[src/rtl/multicycle_ctrl.sv]
// multicycle_ctrl: fetch/decode/execute/memory/write-back sequencer for the
// 16-bit WISC datapath. Issues per-phase enables, waits on memory handshakes,
// handles HALT and trips a watchdog if a memory stays busy too long.
module multicycle_ctrl #(
  parameter int MAX_WAIT = 16
) (
  input  logic        clk,
  input  logic        rst,
  input  logic [15:0] ir,
  input  logic        imem_done,
  input  logic        dmem_done,
  input  logic        br_taken,
  output logic        fetch_en,
  output logic        ir_we,
  output logic        pc_inc,
  output logic        pc_load,
  output logic        rf_we,
  output logic        link_we,
  output logic        dmem_en,
  output logic        dmem_wr,
  output logic        halted,
  output logic        err,
  output logic [2:0]  state,
  output logic [15:0] retired
);

  typedef enum logic [2:0] {
    S_FETCH  = 3'd0,
    S_DECODE = 3'd1,
    S_EXEC   = 3'd2,
    S_MEM    = 3'd3,
    S_WB     = 3'd4,
    S_HALTED = 3'd5
  } state_t;

  localparam logic [7:0] TRIP = 8'(MAX_WAIT - 1);

  localparam logic [4:0] OP_HALT = 5'b00000;
  localparam logic [4:0] OP_NOP  = 5'b00001;
  localparam logic [4:0] OP_ST   = 5'b10000;
  localparam logic [4:0] OP_LD   = 5'b10001;
  localparam logic [4:0] OP_STU  = 5'b10011;

  state_t      state_q;
  state_t      next_state;
  logic [7:0]  wait_q;
  logic [7:0]  next_wait;
  logic        err_q;
  logic        err_set;
  logic [15:0] retired_q;
  logic [4:0]  op;
  logic        is_mem_op;
  logic        is_store;
  logic        is_link;
  logic        unused_ir;

  // Only the opcode field drives sequencing; the rest belongs to the decoder.
  assign op        = ir[15:11];
  assign unused_ir = ^ir[10:0];
  assign is_mem_op = (op == OP_ST) || (op == OP_LD) || (op == OP_STU);
  assign is_store  = (op == OP_ST) || (op == OP_STU);
  assign is_link   = (op[4:1] == 4'b0011);

  // Next-state, watchdog and per-phase enables; reset masks every output.
  always_comb begin
    next_state = state_q;
    next_wait  = 8'd0;
    err_set    = 1'b0;
    fetch_en   = 1'b0;
    ir_we      = 1'b0;
    pc_inc     = 1'b0;
    pc_load    = 1'b0;
    rf_we      = 1'b0;
    link_we    = 1'b0;
    dmem_en    = 1'b0;
    dmem_wr    = 1'b0;
    halted     = 1'b0;
    case (state_q)
      S_FETCH: begin
        fetch_en = 1'b1;
        if (imem_done) begin
          ir_we      = 1'b1;
          pc_inc     = 1'b1;
          next_state = S_DECODE;
        end else if (wait_q == TRIP) begin
          next_state = S_HALTED;
          err_set    = 1'b1;
        end else begin
          next_wait = wait_q + 8'd1;
        end
      end
      S_DECODE: begin
        if (op == OP_HALT) begin
          next_state = S_HALTED;
        end else if (op == OP_NOP) begin
          next_state = S_FETCH;
        end else if (op[4:1] == 4'b0001) begin
          err_set    = 1'b1;
          next_state = S_FETCH;
        end else begin
          next_state = S_EXEC;
        end
      end
      S_EXEC: begin
        if (op[4:2] == 3'b011) begin
          pc_load    = br_taken;
          next_state = S_FETCH;
        end else if (op[4:1] == 4'b0010) begin
          pc_load    = 1'b1;
          next_state = S_FETCH;
        end else if (is_link) begin
          pc_load    = 1'b1;
          next_state = S_WB;
        end else if (is_mem_op) begin
          next_state = S_MEM;
        end else begin
          next_state = S_WB;
        end
      end
      S_MEM: begin
        dmem_en = 1'b1;
        dmem_wr = is_store;
        if (dmem_done) begin
          next_state = (op == OP_ST) ? S_FETCH : S_WB;
        end else if (wait_q == TRIP) begin
          next_state = S_HALTED;
          err_set    = 1'b1;
        end else begin
          next_wait = wait_q + 8'd1;
        end
      end
      S_WB: begin
        rf_we      = 1'b1;
        link_we    = is_link;
        next_state = S_FETCH;
      end
      S_HALTED: begin
        halted = 1'b1;
      end
      default: begin
        next_state = S_FETCH;
      end
    endcase
    if (rst) begin
      fetch_en = 1'b0;
      ir_we    = 1'b0;
      pc_inc   = 1'b0;
      pc_load  = 1'b0;
      rf_we    = 1'b0;
      link_we  = 1'b0;
      dmem_en  = 1'b0;
      dmem_wr  = 1'b0;
      halted   = 1'b0;
    end
  end

  // Registered outputs are also held at zero while reset is asserted.
  assign state   = rst ? 3'd0  : state_q;
  assign err     = rst ? 1'b0  : err_q;
  assign retired = rst ? 16'd0 : retired_q;

  // State, wait counter, sticky error and retire counter.
  always_ff @(posedge clk) begin
    if (rst) begin
      state_q   <= S_FETCH;
      wait_q    <= 8'd0;
      err_q     <= 1'b0;
      retired_q <= 16'd0;
    end else begin
      state_q <= next_state;
      wait_q  <= next_wait;
      if (err_set) begin
        err_q <= 1'b1;
      end
      if ((next_state == S_FETCH) && (state_q != S_FETCH)) begin
        retired_q <= retired_q + 16'd1;
      end
    end
  end

endmodule
[config.mk]
export PLATFORM = sky130hd
export DESIGN_NAME = multicycle_ctrl
export DESIGN_NICKNAME = d
export VERILOG_FILES = /design/src/rtl/multicycle_ctrl.sv
export SDC_FILE = /design/constraint.sdc
export NUM_CORES = 1
export LEC_CHECK = 0
export CAP_MARGIN = 40
export CORE_MARGIN = 2
export CORE_UTILIZATION = 30
export CTS_BUF_LIST = sky130_fd_sc_hd__clkbuf_8
export CTS_CLUSTER_DIAMETER = 40
export DETAILED_ROUTE_END_ITERATION = 8
export PLACE_DENSITY = 0.58
export SYNTH_ARGS = -nofsm -noshare
export SYNTH_HDL_FRONTEND = slang
export SYNTH_SLANG_ARGS = --single-unit
[constraint.sdc]
create_clock -name clk -period 2.3 [get_ports clk]
set_input_delay 0.345 -clock clk [delete_from_list [all_inputs] [get_ports clk]]
set_output_delay 0.345 -clock clk [all_outputs]
set_load 0.02 [all_outputs]
; ---- Word-level counts from Yosys, hierarchy flattened
; Index checks and enable logic that the tools add are counted.
[totals]
reg_bits = 28
[classes]
addsub = 2
n_eq_ne = 14
n_mux = 46
reduce_logical = 8
[ops]
columns = op, n
row1 = two-way mux 3 bit, 10
row2 = two-way mux 1 bit, 27
row3 = two-way mux 8 bit, 3
row4 = adder 16 x 1 -> 16 bit (second input constant), 1
row5 = two-way mux 16 bit, 1
row6 = case mux 8 bit (2 select lines), 1
row7 = equality test 5 bit (second input constant), 3
row8 = case mux 3 bit (5 select lines), 1
row9 = equality test 3 x 2 -> 1 bit (second input constant), 3
row10 = adder 8 x 1 -> 8 bit (second input constant), 1
row11 = equality test 4 x 2 -> 1 bit (second input constant), 2
row12 = equality test 8 x 4 -> 1 bit (second input constant), 1
row13 = equality test 3 bit (second input constant), 2
row14 = logical NOT 3 bit, 2
row15 = equality test 5 x 1 -> 1 bit (second input constant), 1
row16 = logical NOT 5 bit, 1
row17 = equality test 4 x 1 -> 1 bit (second input constant), 1
row18 = two-way mux 2 bit, 2
row19 = equality test 3 x 1 -> 1 bit (second input constant), 1
row20 = logical OR 1 bit, 3
row21 = case mux 1 bit (3 select lines), 1
row22 = nonzero test 3 bit, 1
row23 = logical AND 1 bit, 1

; ---- Logic depth before layout (Yosys ltp)
[depth]
depth_word = 10
mapped_depth = 8
ltp_nobuf = 7

; ---- Worst setup path before layout
; OpenSTA, ideal clock, no wires.
[synth_path]
path_type = input-to-reg
from = in ir[14]
to = reg retired_q[4]
arrival_time_ps = 2031
required_ps = 2177
slack_ps = 145
cell_stages = 7
n_path_buf = 1
cell_sequence = or4b_1 a32o_1 a211oi_4 nand4_2 buf_6 nor2_1 mux2_1
[synth_via]
elab_chain_len = 10
elab_cells_between_ends = 23
[synth_rtl]
columns = element, line_no
row1 = "start, declared", 9  ; input logic [15:0] ir,
row2 = equality test 5 bit (on tied branches), "60, 124"
row3 = logical OR 1 bit (2 in series), 60  ; assign is_mem_op = (op == OP_ST) || (op == OP_LD) || (op == OP_STU);
row4 = two-way mux 3 bit, 114  ; end else if (is_mem_op) begin
row5 = two-way mux 3 bit, 111  ; end else if (is_link) begin
row6 = two-way mux 3 bit, 108  ; end else if (op[4:1] == 4'b0010) begin
row7 = two-way mux 3 bit, 105  ; if (op[4:2] == 3'b011) begin
row8 = case mux 3 bit (5 select lines) *, 78  ; case (state_q)
row9 = logical NOT 3 bit *, 175  ; if ((next_state == S_FETCH) && (state_q != S_FETCH)) begin
row10 = logical AND 1 bit *, 175
row11 = "end signal, assigned", 176  ; retired_q <= retired_q + 16'd1;
row12 = "end, declared", 50  ; logic [15:0] retired_q;
; Mark *: on every way between the ends. The rest lies on a longest branch, timed or not.
; A chain may end at the register's enable or synchronous reset.

; ---- Worst setup path in the final report
[layout_path]
from = in ir[14]
to = reg retired_q[6]
; The elaborated chain is that of the path after synthesis.

==> results.cfg <==
[drt]
vias_per_cell = 4.78
vias = 1644
wl_met2_microns = 1860
wl_per_cell_microns = 12.1
top_layer_used = met4
wl_met3_microns = 108
wirelength_microns = 4170
antenna_left = 0
drc = 0
drt_iter0_markers = 67
dr.pass1.iters = 4
drt-met1-wl_microns = 2150

[logic_synthesis]
syn_inst = 211
synth_seq_cells = 28
synth-main-ff-cell = dfxtp_1
synth_area_leaders = dfxtp_1 (34%), nor2b_1 (7.2%), nor2_1 (7.0%), a21oi_1 (3.3%), xor2_1 (3.2%)
syn_avg_cell_area_sq_um = 7.85
yosys_warnings = 0
synth_commonest_cells = nor2_1 (31), dfxtp_1 (28), nor2b_1 (19), a21oi_1 (11), nand2_1 (11)
async_flop_share_pct = 0
syn_area_sq_mm = 0.00166
yosysSeqAreaShare_pct = 33.8
yosys.cell_types.count = 47
yosysMostFrequentCell = nor2_1
synth_enable_flop_cells = 0
syn-num-nets = 234
yosysTopAreaCell = dfxtp_1
synth_top_area_share_pct = 33.8

[grt]
grt_max_degree = 15
first_global_vias = 1516
grt_pass1_wl_microns = 6760
grt-ovfl-total = 0
grt_antenna_before_repair = 0
grt_use_total_pct = 13.5

[sta]
slew_viol_final = 0
tightest_slew_ns = 0.511
relSlewSlack_pct = 65.7
fmax_mhz = 446
finalSetupViolations = 0
rsz0062_at_grt = yes
fin_crit_ns = 2.24
layout_setup_ws_ns = 0.0581
timing.final.crit_share_pct = 97.5
finalClockSkew_ns = 0.00491
finalHoldViolCount = 0

[layout]
fin_nets = 297
stdcell_count = 344
regArea_sq_um = 562
area_growth_pct = 46.0
final.fill_count = 559
final_core_utilization_pct = 44.7
multiInputGateArea_sq_mm = 0.00106
drive_gt1_share_pct = 17.3
antenna-diode-count = 0

[clock_tree]
cts.sinks = 28
clk_pin_slew_worst_paths_ns = 0.10
cts.root.buffer_cell = clkbuf_8
ctsHoldBuffers = 0
numCtsBuffers = 3
ctsHtreeMaxLevel = 1
cts_tree = built
clock_latency_ns = 0.27
clockBufferDepth = 2

[floorplan]
die_area_sq_mm = 0.00613
rows = 27
die_h_microns = 78.3
core_sq_mm = 0.00541
die_w_microns = 78.3
start_util_pct = 30.6
ios = 50

[run]
drv_cap = 0

[power]
p_leak_uw = 0.00108
power_density_mw_per_mm2 = 388
peakVddDrop_v = 0.000205
p_total_uw = 938

[critical_path]
path_cells = dlygate4sd2_1, or4b_1, a32o_2, a211oi_4, nand4_4, buf_12, or4_4, nand2_1
arrival_ns = 2.47
r2r_setup_slack_ns = 0.11
max_stage_delay_ns = 0.53
cp_top_family = simple AND/OR/NAND/NOR gates
worstPathBufferInverterCount = 2
critPathKind = in2reg
start_kind = input pin
crit_fanout = 5
crit_path_end_kind = flop
critPathSlowestCell = or4b_1
required_ns = 2.53

[placement]
port_buffers = 38
place_hpwl_microns = 3130
dp_cells = 337
dpl_worst_slack_ns = -0.456
gp_congestion = 0.801

[hold_path]
worstHoldPathType = reg2reg

[outcome]
outcome = finished, final reports clean
[registers in the layout, indices dropped and copies added (netlist names)]
signal	count
err_q	1
retired_q	16
wait_q	8
state_q	3
[path summary, 6_finish.rpt]
| path | start | to | depth (start not counted) |
|---|---|---|---|
| worst min-delay path | wait_q[0] | wait_q[0] | 1 |
| worst max register to register | state_q[0] | retired_q[6] | 7 |
| worst max-delay path | ir[14] | retired_q[6] | 8 |
| worst min register to register | wait_q[0] | wait_q[0] | 1 |
[cells in the final DEF (no fill, tap or decap), drive strengths merged, types with 3 or more instances in the layout]
cell / n
clkdlybuf4s50: 22
nand2: 11
nor2b: 19
nand2b: 5
o21ai: 12
nor2: 31
a21oi: 11
nand4: 6
xnor2: 5
or3: 7
nor3: 5
inv: 8
or4: 5
clkbuf: 3
dfxtp: 28
buf: 30
and4: 3
dlygate4sd2: 8
nand3: 9
xor2: 6
dlymetal6s2s: 8
and3: 3
[kinds of logic (layout without fill, tap and decap cells)]
logic type / count (synthesis) / in the layout / share of synthesized area [%]
compound gates: 35 / 35 / 13.9
xor+xnor: 11 / 11 / 5.82
fa+ha+maj: 2 / 2 / 1.51
buf+inv: 18 / 79 / 4.76
flops: 28 / 28 / 33.8
mux: 2 / 2 / 1.36
simple gates: 115 / 115 / 38.8
[repair_timing]
item                       in CTS  in global routing
buffers inserted                4                  0
pin swaps                       4                  5
resized for setup              15                 15
setup endpoints to repair      17                 19
[layer usage]
| layer | global-route usage (%) | vias up |
|---|---|---|
| met5 | 0 | - |
| met4 | 4.21 | 0 |
| met3 | 1.26 | 5 |
| met2 | 22.7 | 26 |
| met1 | 18.4 | 746 |
| li1 | - | 867 |
[worst register-to-register path, cell delays in order (launching register included)]
cell and delay [ns]:
dfxtp_1 0.34, or4b_1 0.45, a32o_2 0.25, a211oi_4 0.29, nand4_4 0.17, buf_12 0.18
or4_4 0.40, nand2_1 0.07
[where the power goes]
group | internal [uW] | leakage (uW) | switching [uW]
combinational | 80.8 | 0.000833 | 84.8
sequential | 492 | 0.000227 | 9.85
clock | 118 | 0.0000216 | 153
total | 690 | 0.00108 | 248
[final cells by class]
| type | instances | share of cell area, % |
|---|---|---|
| well taps | 72 | 3.72 |
| inverters | 8 | 1.24 |
| repair buffers | 68 | 26.1 |
| multi-input cells | 165 | 44.0 |
| flip-flops and latches | 28 | 23.2 |
| clock buffers | 3 | 1.71 |
[through the flow]
stage               hold WS, ns  area (sq um)  TNS [ns]
global placement          0.432          2270     -4.82
finish                    0.458          2420         0
floorplan                 0.418          1660         0
detailed placement        0.439          2270     -5.33
CTS                       0.460          2370         0
global route              0.474          2420   -0.0275
No activity file was read; power rests on OpenSTA's default activity.
